`config.mk`:
```
export PLATFORM = sky130hd
export DESIGN_NAME = alu_seq
export DESIGN_NICKNAME = d
export VERILOG_FILES = /design/src/rtl/alu_seq_pkg.sv /design/src/rtl/alu_seq_muldiv.sv /design/src/rtl/alu_seq.sv
export SDC_FILE = /design/constraint.sdc
export NUM_CORES = 1
export LEC_CHECK = 0
export ABC_AREA = 1
export BUFFER_PORTS_ARGS = -buffer_cell sky130_fd_sc_hd__buf_2
export CAP_MARGIN = 40
export CORE_MARGIN = 5
export CORE_UTILIZATION = 40
export DETAILED_ROUTE_END_ITERATION = 10
export GPL_TIMING_DRIVEN = 0
export PLACE_DENSITY_LB_ADDON = 0.05
export SETUP_SLACK_MARGIN = 0.15
export SLEW_MARGIN = 20
export SYNTH_ARGS = -nofsm -noshare
export SYNTH_HDL_FRONTEND = slang
export SYNTH_HIERARCHICAL = 1
export SYNTH_SLANG_ARGS = --single-unit
```
`constraint.sdc`:
```
create_clock -name clk -period 2.42 [get_ports clk]
set_clock_uncertainty 0.05 [all_clocks]
set_input_delay 0.121 -clock clk [delete_from_list [all_inputs] [get_ports clk]]
set_output_delay 0.121 -clock clk [all_outputs]
set_load 0.1 [all_outputs]
```
`src/rtl/alu_seq_pkg.sv`:
```
// Shared definitions for alu_seq: op codes, FSM states and op classification.
// Optional iterative MUL/DIVU/REMU support is enabled with ALU_SEQ_MULDIV_EN.
package alu_seq_pkg;

    localparam logic [3:0] ALU_ADD  = 4'd0;
    localparam logic [3:0] ALU_SUB  = 4'd1;
    localparam logic [3:0] ALU_XOR  = 4'd2;
    localparam logic [3:0] ALU_OR   = 4'd3;
    localparam logic [3:0] ALU_AND  = 4'd4;
    localparam logic [3:0] ALU_SLT  = 4'd5;
    localparam logic [3:0] ALU_SLTU = 4'd6;
    localparam logic [3:0] ALU_SLL  = 4'd7;
    localparam logic [3:0] ALU_SRL  = 4'd8;
    localparam logic [3:0] ALU_SRA  = 4'd9;
    localparam logic [3:0] ALU_MUL  = 4'd10;
    localparam logic [3:0] ALU_DIVU = 4'd11;
    localparam logic [3:0] ALU_REMU = 4'd12;

`ifdef ALU_SEQ_MULDIV_EN
    typedef enum logic [1:0] {
        ALU_ST_IDLE = 2'd0,
        ALU_ST_BUSY = 2'd1,
        ALU_ST_DONE = 2'd2
    } alu_state_t;
`else
    // Without the iterative unit there is nothing to wait for between accept and result.
    typedef enum logic [0:0] {
        ALU_ST_IDLE = 1'b0,
        ALU_ST_DONE = 1'b1
    } alu_state_t;
`endif

    // True for the ops handled by the multi-cycle shift-add / restoring-divide unit.
    function automatic logic is_iter_op(input logic [3:0] op);
        return (op == ALU_MUL) || (op == ALU_DIVU) || (op == ALU_REMU);
    endfunction

endpackage

```
`src/rtl/alu_seq_muldiv.sv`:
```
// Iterative multiply / unsigned divide datapath: one bit per cycle, WIDTH iterations.
// MUL is shift-add (low WIDTH bits kept); DIVU/REMU use restoring division.
// A zero divisor naturally yields quotient = all ones and remainder = dividend.
module alu_seq_muldiv
    import alu_seq_pkg::*;
#(
    parameter int WIDTH = 32
) (
    input  logic             clk,
    input  logic             rst,
    input  logic             start,
    input  logic [3:0]       op_sel,
    input  logic [WIDTH-1:0] a,
    input  logic [WIDTH-1:0] b,
    output logic             done,
    output logic [WIDTH-1:0] result
);

    localparam int            CW         = $clog2(WIDTH) + 1;
    localparam logic [CW-1:0] COUNT_INIT = CW'(WIDTH);

    // acc_reg: product accumulator (MUL) or partial remainder (DIVU/REMU).
    // sh_a_reg: multiplicand shifting left (MUL) or dividend turning into quotient.
    // sh_b_reg: multiplier shifting right (MUL) or fixed divisor.
    logic [WIDTH-1:0] acc_reg;
    logic [WIDTH-1:0] sh_a_reg;
    logic [WIDTH-1:0] sh_b_reg;
    logic [CW-1:0]    count_reg;
    logic             run_reg;
    logic             is_mul_reg;
    logic             is_rem_reg;

    logic [WIDTH:0]   div_shift;
    logic [WIDTH:0]   div_trial;

    // Restoring-divide step: bring in next dividend bit, try subtracting the divisor.
    always_comb begin
        div_shift = {acc_reg, sh_a_reg[WIDTH-1]};
        div_trial = div_shift - {1'b0, sh_b_reg};
    end

    // Load operands on start, then iterate once per cycle until the counter drains.
    always_ff @(posedge clk) begin
        if (rst) begin
            acc_reg    <= '0;
            sh_a_reg   <= '0;
            sh_b_reg   <= '0;
            count_reg  <= '0;
            run_reg    <= 1'b0;
            is_mul_reg <= 1'b0;
            is_rem_reg <= 1'b0;
        end else if (start) begin
            acc_reg    <= '0;
            sh_a_reg   <= a;
            sh_b_reg   <= b;
            count_reg  <= COUNT_INIT;
            run_reg    <= 1'b1;
            is_mul_reg <= (op_sel == ALU_MUL);
            is_rem_reg <= (op_sel == ALU_REMU);
        end else if (run_reg) begin
            if (count_reg != '0) begin
                count_reg <= count_reg - CW'(1);
                if (is_mul_reg) begin
                    if (sh_b_reg[0]) begin
                        acc_reg <= acc_reg + sh_a_reg;
                    end
                    sh_a_reg <= sh_a_reg << 1;
                    sh_b_reg <= sh_b_reg >> 1;
                end else begin
                    // Borrow bit set means the trial went negative: restore.
                    sh_a_reg <= {sh_a_reg[WIDTH-2:0], ~div_trial[WIDTH]};
                    acc_reg  <= div_trial[WIDTH] ? div_shift[WIDTH-1:0] : div_trial[WIDTH-1:0];
                end
            end else begin
                // The top consumes the result on this edge.
                run_reg <= 1'b0;
            end
        end
    end

    assign done   = run_reg && (count_reg == '0);
    assign result = (is_mul_reg || is_rem_reg) ? acc_reg : sh_a_reg;

endmodule

```
`src/rtl/alu_seq.sv`:
```
// Handshaked sequential ALU. Single-cycle ops retire one cycle after accept;
// MUL/DIVU/REMU (only when ALU_SEQ_MULDIV_EN is defined) take WIDTH+1 cycles.
// Without ALU_SEQ_MULDIV_EN, codes 10-12 report res_err like other unsupported codes.
module alu_seq
    import alu_seq_pkg::*;
#(
    parameter int WIDTH = 32,
    parameter int SHW   = $clog2(WIDTH)
) (
    input  logic             clk,
    input  logic             rst,
    input  logic             in_valid,
    output logic             in_ready,
    input  logic [3:0]       op,
    input  logic [WIDTH-1:0] src_a,
    input  logic [WIDTH-1:0] src_b,
    output logic             out_valid,
    input  logic             out_ready,
    output logic [WIDTH-1:0] res,
    output logic             res_zero,
    output logic             res_err
);

    alu_state_t       state_reg;
    alu_state_t       state_next;
    logic [WIDTH-1:0] res_reg;
    logic [WIDTH-1:0] res_next;
    logic             res_err_reg;
    logic             res_err_next;

    logic [WIDTH-1:0] alu_res;
    logic             alu_err;
    logic [SHW-1:0]   shamt;

`ifdef ALU_SEQ_MULDIV_EN
    logic             md_start;
    logic             md_done;
    logic [WIDTH-1:0] md_result;

    alu_seq_muldiv #(
        .WIDTH (WIDTH)
    ) u_muldiv (
        .clk    (clk),
        .rst    (rst),
        .start  (md_start),
        .op_sel (op),
        .a      (src_a),
        .b      (src_b),
        .done   (md_done),
        .result (md_result)
    );
`endif

    assign shamt = src_b[SHW-1:0];

    // Single-cycle result, evaluated from the live inputs and registered on accept.
    always_comb begin
        alu_res = '0;
        alu_err = 1'b0;
        case (op)
            ALU_ADD:  alu_res = src_a + src_b;
            ALU_SUB:  alu_res = src_a - src_b;
            ALU_XOR:  alu_res = src_a ^ src_b;
            ALU_OR:   alu_res = src_a | src_b;
            ALU_AND:  alu_res = src_a & src_b;
            ALU_SLT:  alu_res = {{(WIDTH-1){1'b0}}, ($signed(src_a) < $signed(src_b))};
            ALU_SLTU: alu_res = {{(WIDTH-1){1'b0}}, (src_a < src_b)};
            ALU_SLL:  alu_res = src_a << shamt;
            ALU_SRL:  alu_res = src_a >> shamt;
            ALU_SRA:  alu_res = $unsigned($signed(src_a) >>> shamt);
`ifdef ALU_SEQ_MULDIV_EN
            ALU_MUL, ALU_DIVU, ALU_REMU: alu_res = '0;
`endif
            default:  alu_err = 1'b1;
        endcase
    end

    // Next-state and result-register update.
    always_comb begin
        state_next   = state_reg;
        res_next     = res_reg;
        res_err_next = res_err_reg;
`ifdef ALU_SEQ_MULDIV_EN
        md_start     = 1'b0;
`endif
        case (state_reg)
            ALU_ST_IDLE: begin
                if (in_valid) begin
`ifdef ALU_SEQ_MULDIV_EN
                    if (is_iter_op(op)) begin
                        md_start   = 1'b1;
                        state_next = ALU_ST_BUSY;
                    end else begin
                        res_next     = alu_res;
                        res_err_next = alu_err;
                        state_next   = ALU_ST_DONE;
                    end
`else
                    res_next     = alu_res;
                    res_err_next = alu_err;
                    state_next   = ALU_ST_DONE;
`endif
                end
            end
`ifdef ALU_SEQ_MULDIV_EN
            ALU_ST_BUSY: begin
                if (md_done) begin
                    res_next     = md_result;
                    res_err_next = 1'b0;
                    state_next   = ALU_ST_DONE;
                end
            end
`endif
            ALU_ST_DONE: begin
                if (out_ready) begin
                    state_next = ALU_ST_IDLE;
                end
            end
            default: state_next = ALU_ST_IDLE;
        endcase
    end

    // State and result registers; reset discards any in-flight op.
    always_ff @(posedge clk) begin
        if (rst) begin
            state_reg   <= ALU_ST_IDLE;
            res_reg     <= '0;
            res_err_reg <= 1'b0;
        end else begin
            state_reg   <= state_next;
            res_reg     <= res_next;
            res_err_reg <= res_err_next;
        end
    end

    assign in_ready  = (state_reg == ALU_ST_IDLE);
    assign out_valid = (state_reg == ALU_ST_DONE);
    assign res       = res_reg;
    assign res_zero  = (res_reg == '0);
    assign res_err   = res_err_reg;

endmodule

```
* Word-level counts from Yosys, hierarchy flattened *
Cells that the tools add are included.
W data, S select, Z words.

storage, ports and cells
  input port bits = 72
  word-level logic and storage cells = 32
  flip-flop bits (word level) = 34
  output and inout port bits = 36

operators by class
  muxes and demuxes = 5
  $add $sub $neg = 2
  shift-type cells = 3
  magnitude comparators = 2
  equal/unequal tests = 9
  reduce and logical (&&, ||, !) cells = 4
  bitwise operators = 4

operator list
  kind                  count
  $pmux W32 S10         1
  $lt A32 B32 Y1        2
  $add A32 B32 Y32      1
  $and A32 B32 Y32      1
  $logic_not A32 Y1     1
  $or A32 B32 Y32       1
  $shl A32 B5 Y32       1
  $shr A32 B5 Y32       1
  $sshr A32 B5 Y32      1
  $sub A32 B32 Y32      1
  $xor A32 B32 Y32      1
  $eq A4 B3 Y1 const B  4
  $reduce_or A10 Y1     1
  $eq A4 B2 Y1 const B  2
  $eq A4 B4 Y1 const B  2
  $eq A4 B1 Y1 const B  1
  $logic_not A4 Y1      1
  $mux W1               3
  $pmux W1 S2           1
  $reduce_and A2 Y1     1
  $not A1 Y1            1

* Depth between registers and ports, before layout *
  depth after elaboration = 3
  gate-level depth with buffers = 20
  depth with buffers taken out = 18

* Worst setup path after synthesis *
Ideal clock, no wire load.

  path kind = reg2reg
  from = register state_reg (netlist: out_valid)
  to = register res_reg[10] (netlist: res[10])
  data required time = 2238 ps
  setup slack = -263 ps
  setup time = 132 ps
  cell stages (with the launch flop) = 7
  data arrival time = 2501 ps
  clock period less this slack = 2683 ps
  path through = dfxtp_1 inv_1 nand2_1 inv_1 buf_1 nand2_1 a21oi_1

on the way
  cells in the longest elaborated chain, start to end = 2

RTL lines
  element                             line            text
  start, declared                     alu_seq.sv:24   alu_state_t state_reg;
  start signal, assigned              alu_seq.sv:130  state_reg <= state_next;
  $not A1 Y1                          --
  via in_ready                        alu_seq.sv:13   output logic in_ready,
  $reduce_and A2 Y1 (no source line)  --
  end signal, assigned                alu_seq.sv:131  res_reg <= res_next;
  end, declared                       alu_seq.sv:26   logic [WIDTH-1:0] res_reg;

The timed path passes the listed nets, and every way through them passes these cells.
A chain may end at the register's enable or synchronous reset.

* Worst setup path after layout *
  from = input src_b[2]
  to = register res_reg[2] (netlist: res[2])

on the way
  cells in the longest elaborated chain, start to end = 2

RTL lines
  element                                   line           text
  start, declared                           alu_seq.sv:16  input logic [WIDTH-1:0] src_b,
  $sub A32 B32 Y32 (tied with other cells)  alu_seq.sv:62  ALU_SUB: alu_res = src_a - src_b;
  $pmux W32 S10 *                           alu_seq.sv:60  case (op)

Every way passes the cells marked *; elsewhere a longest branch is shown, timed or not.

==> results <==
- The flow ran to the end, and the final reports show no timing, DRC or antenna violations.
- Data on the critical path is required at its endpoint by 2.58 ns.
- The total routing resource utilization after global routing is 39.0%.
- Setup violations remaining at the end of the flow were counted as 0.
- The deepest level of the CTS H-tree is 2.
- The number of pins with negative max-slew slack in the final report is 0.
- The critical path is of the in -> reg type.
- The biggest area contributor in the post-synthesis netlist is nand2_1.
- The share of the clock period used by the worst path after layout is 93.5%.
- Summing every instance area after synthesis gives 0.0113 mm^2.
- The final wirelength is 64.8 mm.
- The worst setup slack after layout is 0.158 ns.
- Leaving out filler cells and counting taps, the final layout contains 2758.
- Of all nets on the critical path, the largest fanout is 10.
- The clock latency on the worst-skew pair is 0.28 ns.
- The power consumption is 0.00440 W.
- In this run the cell area measured after placement is 0.0124 mm^2.
- The shortest period the worst path allows is 2.26 ns.
- Dividing the detail-routed wire length by the instance count gives 23.5 um.
- The maximum clock rate is 442 MHz.
- After synthesis, the cell types taking the most area are nand2_1 (26%), nand3_1 (18%), ha_1 (11%).
- The number of clock buffers inserted by TritonCTS is 5.
- The register with the most flip-flops in the layout has 32 of them.
- TritonCTS built the clock tree.
- The final global-route overflow total is 0.
- The number of iterations in the first detailed-routing pass is 6.
- Headroom to the max-slew limit came out at 46.6%.
- The finished cells cover 0.0135 mm^2.
- The global-route wire length before repair is 92.5 mm.
- The fraction of the yosys area taken by sequential cells is 6.00%.
- The initial antenna violation count is 0.
- The floorplan step defined a die boundary enclosing 0.0318 mm^2.
- The post-CTS clock slew at the launch and capture registers of the worst setup and hold paths is 0.05 ns.
- The most common library cell in the layout ignoring fill and taps is nand2_1.
- The initial DRC count is 1710.
- The congestion estimate from routability-driven global placement came to 1.09.
- Setup repair after global routing could not meet its margin everywhere.
- The worst-case vdd ir drop is 0.313 mV.
- The number of hold violations in the final report is 0.
- The tree is rooted in a clkbuf_16.
- Measured along the x axis, the die boundary spans 178 um.
- STA puts the critical path data arrival time at 2.42 ns.
- The region available for standard cell placement spans 0.0279 mm^2.
- Summing all multi-input logic gate instances after layout gives 0.00970 mm^2.
- In the layout the commonest cells are nand2_1 (736), nand3_1 (388), inv_1 (289).
- The number of nets with antenna violations after routing is 0.
- The pin count of the biggest net entering global routing is 13.
- The floorplan has 61 rows.
- The number of warning messages in the yosys log is 6.
- STA classifies the critical path endpoint as a flop.
- The antenna diode count is 0.
- The number of max-capacitance violations reported is 0.
- The layout cell share with drive strength beyond 1 is 16.7%.
- The height of the die is 178 um.
- The synthesis-to-finish area growth is 19.4%.
- The initial core utilization is 40.7%.
- The sequential cell area in the final layout is 684 um^2.
- The I/O pin total is 108.
- Synthesis handed over a netlist of 2247 instances.
- The number of hold-repair buffers added at the cts stage is 0.
- The nature of the critical path startpoint is a primary input.
- The number of port buffers is 106.
- The class of the tightest hold or removal check is in -> reg.
- The via count of the first global-routing pass was 15200.
- The tree built by TritonCTS fans out to 34 sinks.
- The detailed-route DRC error count is 0.
- In this run, synthesis produced a sequential element count of 34.
- The total of fill cells in the finished design is 3188.
- The number of nets handed over by synthesis was 2418.
- The number of placed instances, taps included, is 2732.
- The worst-margin pin slew is 0.801 ns.
- The static power due to leakage is 7.42 nW.
- OpenSTA, run right after detailed placement, puts the worst setup slack at -1.40 ns.
- The total via count in the routed design is 16200.
- The total number of nets in the final design is 2551.
- No sink is reached through more buffers than the 2 on the longest clock path.
- Once detailed placement completed, the half-perimeter wirelength came to 54.3 mm.
- The via density per instance is 5.88.
- The count of cell types in the netlist is 46.
- In this run the biggest area consumer among cell types represents 26.0% of the synthesized area.
- The per-instance average area after synthesis is 5.05 um^2.
- The power per unit of standard cell area is 325 mW/mm^2.
synth_stat cells, drive strengths merged:
| library cell | number |
|---|---|
| clkinv | 2 |
| and2 | 15 |
| o21ai | 46 |
| inv | 305 |
| ha | 97 |
| o21bai | 11 |
| nor2 | 157 |
| clkbuf | 24 |
| buf | 76 |
| o221ai | 2 |
| o22ai | 25 |
| o211ai | 24 |
| xor2 | 5 |
| a211oi | 2 |
| nand4 | 36 |
| nand3 | 419 |
| nor3b | 2 |
| o31ai | 1 |
| nor4 | 9 |
| fa | 2 |
| a22o | 1 |
| dfxtp | 34 |
| a21oi | 111 |
| o21a | 1 |
| nor3 | 27 |
| and3 | 1 |
| nand2 | 794 |
| a31oi | 5 |
| or2 | 2 |
| nand3b | 11 |
metal layers:
| layer | GRT usage [%] | up-vias | routed length [um] |
|---|---|---|---|
| met3 | 7.23 | 260 | 5890 |
| met1 | 46.0 | 7488 | 24000 |
| met2 | 65.0 | 916 | 29200 |
| met5 | 0 | - | 0 |
| li1 | - | 7561 | - |
| met4 | 24.5 | 0 | 5630 |
layout make-up:
cell class                      instances  share of cell area (%)
Multi-Input combinational cell       1806                    71.6
Tap cell                              378                    3.49
Inverter                              307                    8.75
Clock buffer                            7                   0.979
Buffer                                100                    4.83
Timing Repair Buffer                  126                    5.26
Sequential cell                        34                    5.05
metrics by stage:
step | hold slack (ns) | setup TNS, ns | utilization [%]
2_1_floorplan | 0.238 | 0 | -
3_3_place_gp | 0.334 | -29.88 | 44.4
3_5_place_dp | 0.334 | -29.66 | 44.4
4_1_cts | 0.0599 | 0 | 46.5
5_1_grt | 0.0768 | 0 | 48.6
6_report | 0.0618 | 0 | 48.6
worst paths after layout:
kind,slack (ns),from,cells after the start,end
max,0.16,src_b[2],11,res[2]
min,0.06,out_ready,3,out_valid
max reg2reg,0.63,out_valid,6,res[18]
min reg2reg,0.43,res[7],2,res[7]
logic make-up after synthesis:
family / after synthesis / share of synthesized area [%]
AOI/OAI and AO/OA: 229 / 11.5
xor gates and xnor gates: 5 / 0.386
adders and majority gates: 99 / 11.1
buffers and inverters: 407 / 14.6
DFF: 34 / 6.00
and+or+nand+nor: 1473 / 56.5
where the power goes:
part	switching [W]	internal, W	leakage (nW)	total [W]
clock network	0.000221	0.000376	0.0640	0.000597
logic	0.00231	0.000875	7.08	0.00319
registers	0.0000241	0.000592	0.277	0.000616
worst max-delay path, stage by stage:
cell,delay [ns]
buf_4,0.11
buf_8,0.13
buf_4,0.11
buf_4,0.17
clkbuf_1,0.53
nand3_1,0.20
nand3_1,0.12
nand3_1,0.15
a21oi_1,0.45
o21ai_0,0.18
a21oi_1,0.15
timing repair:
item | in CTS | in global routing
hold endpoints to repair | 0 | 0
cloned | 1 | 0
pin swaps | 8 | 32
setup buffers | 9 | 9
resized for setup | 98 | 165
endpoints found under the setup margin | 32 | 31
No activity file was read; power rests on OpenSTA's default activity.
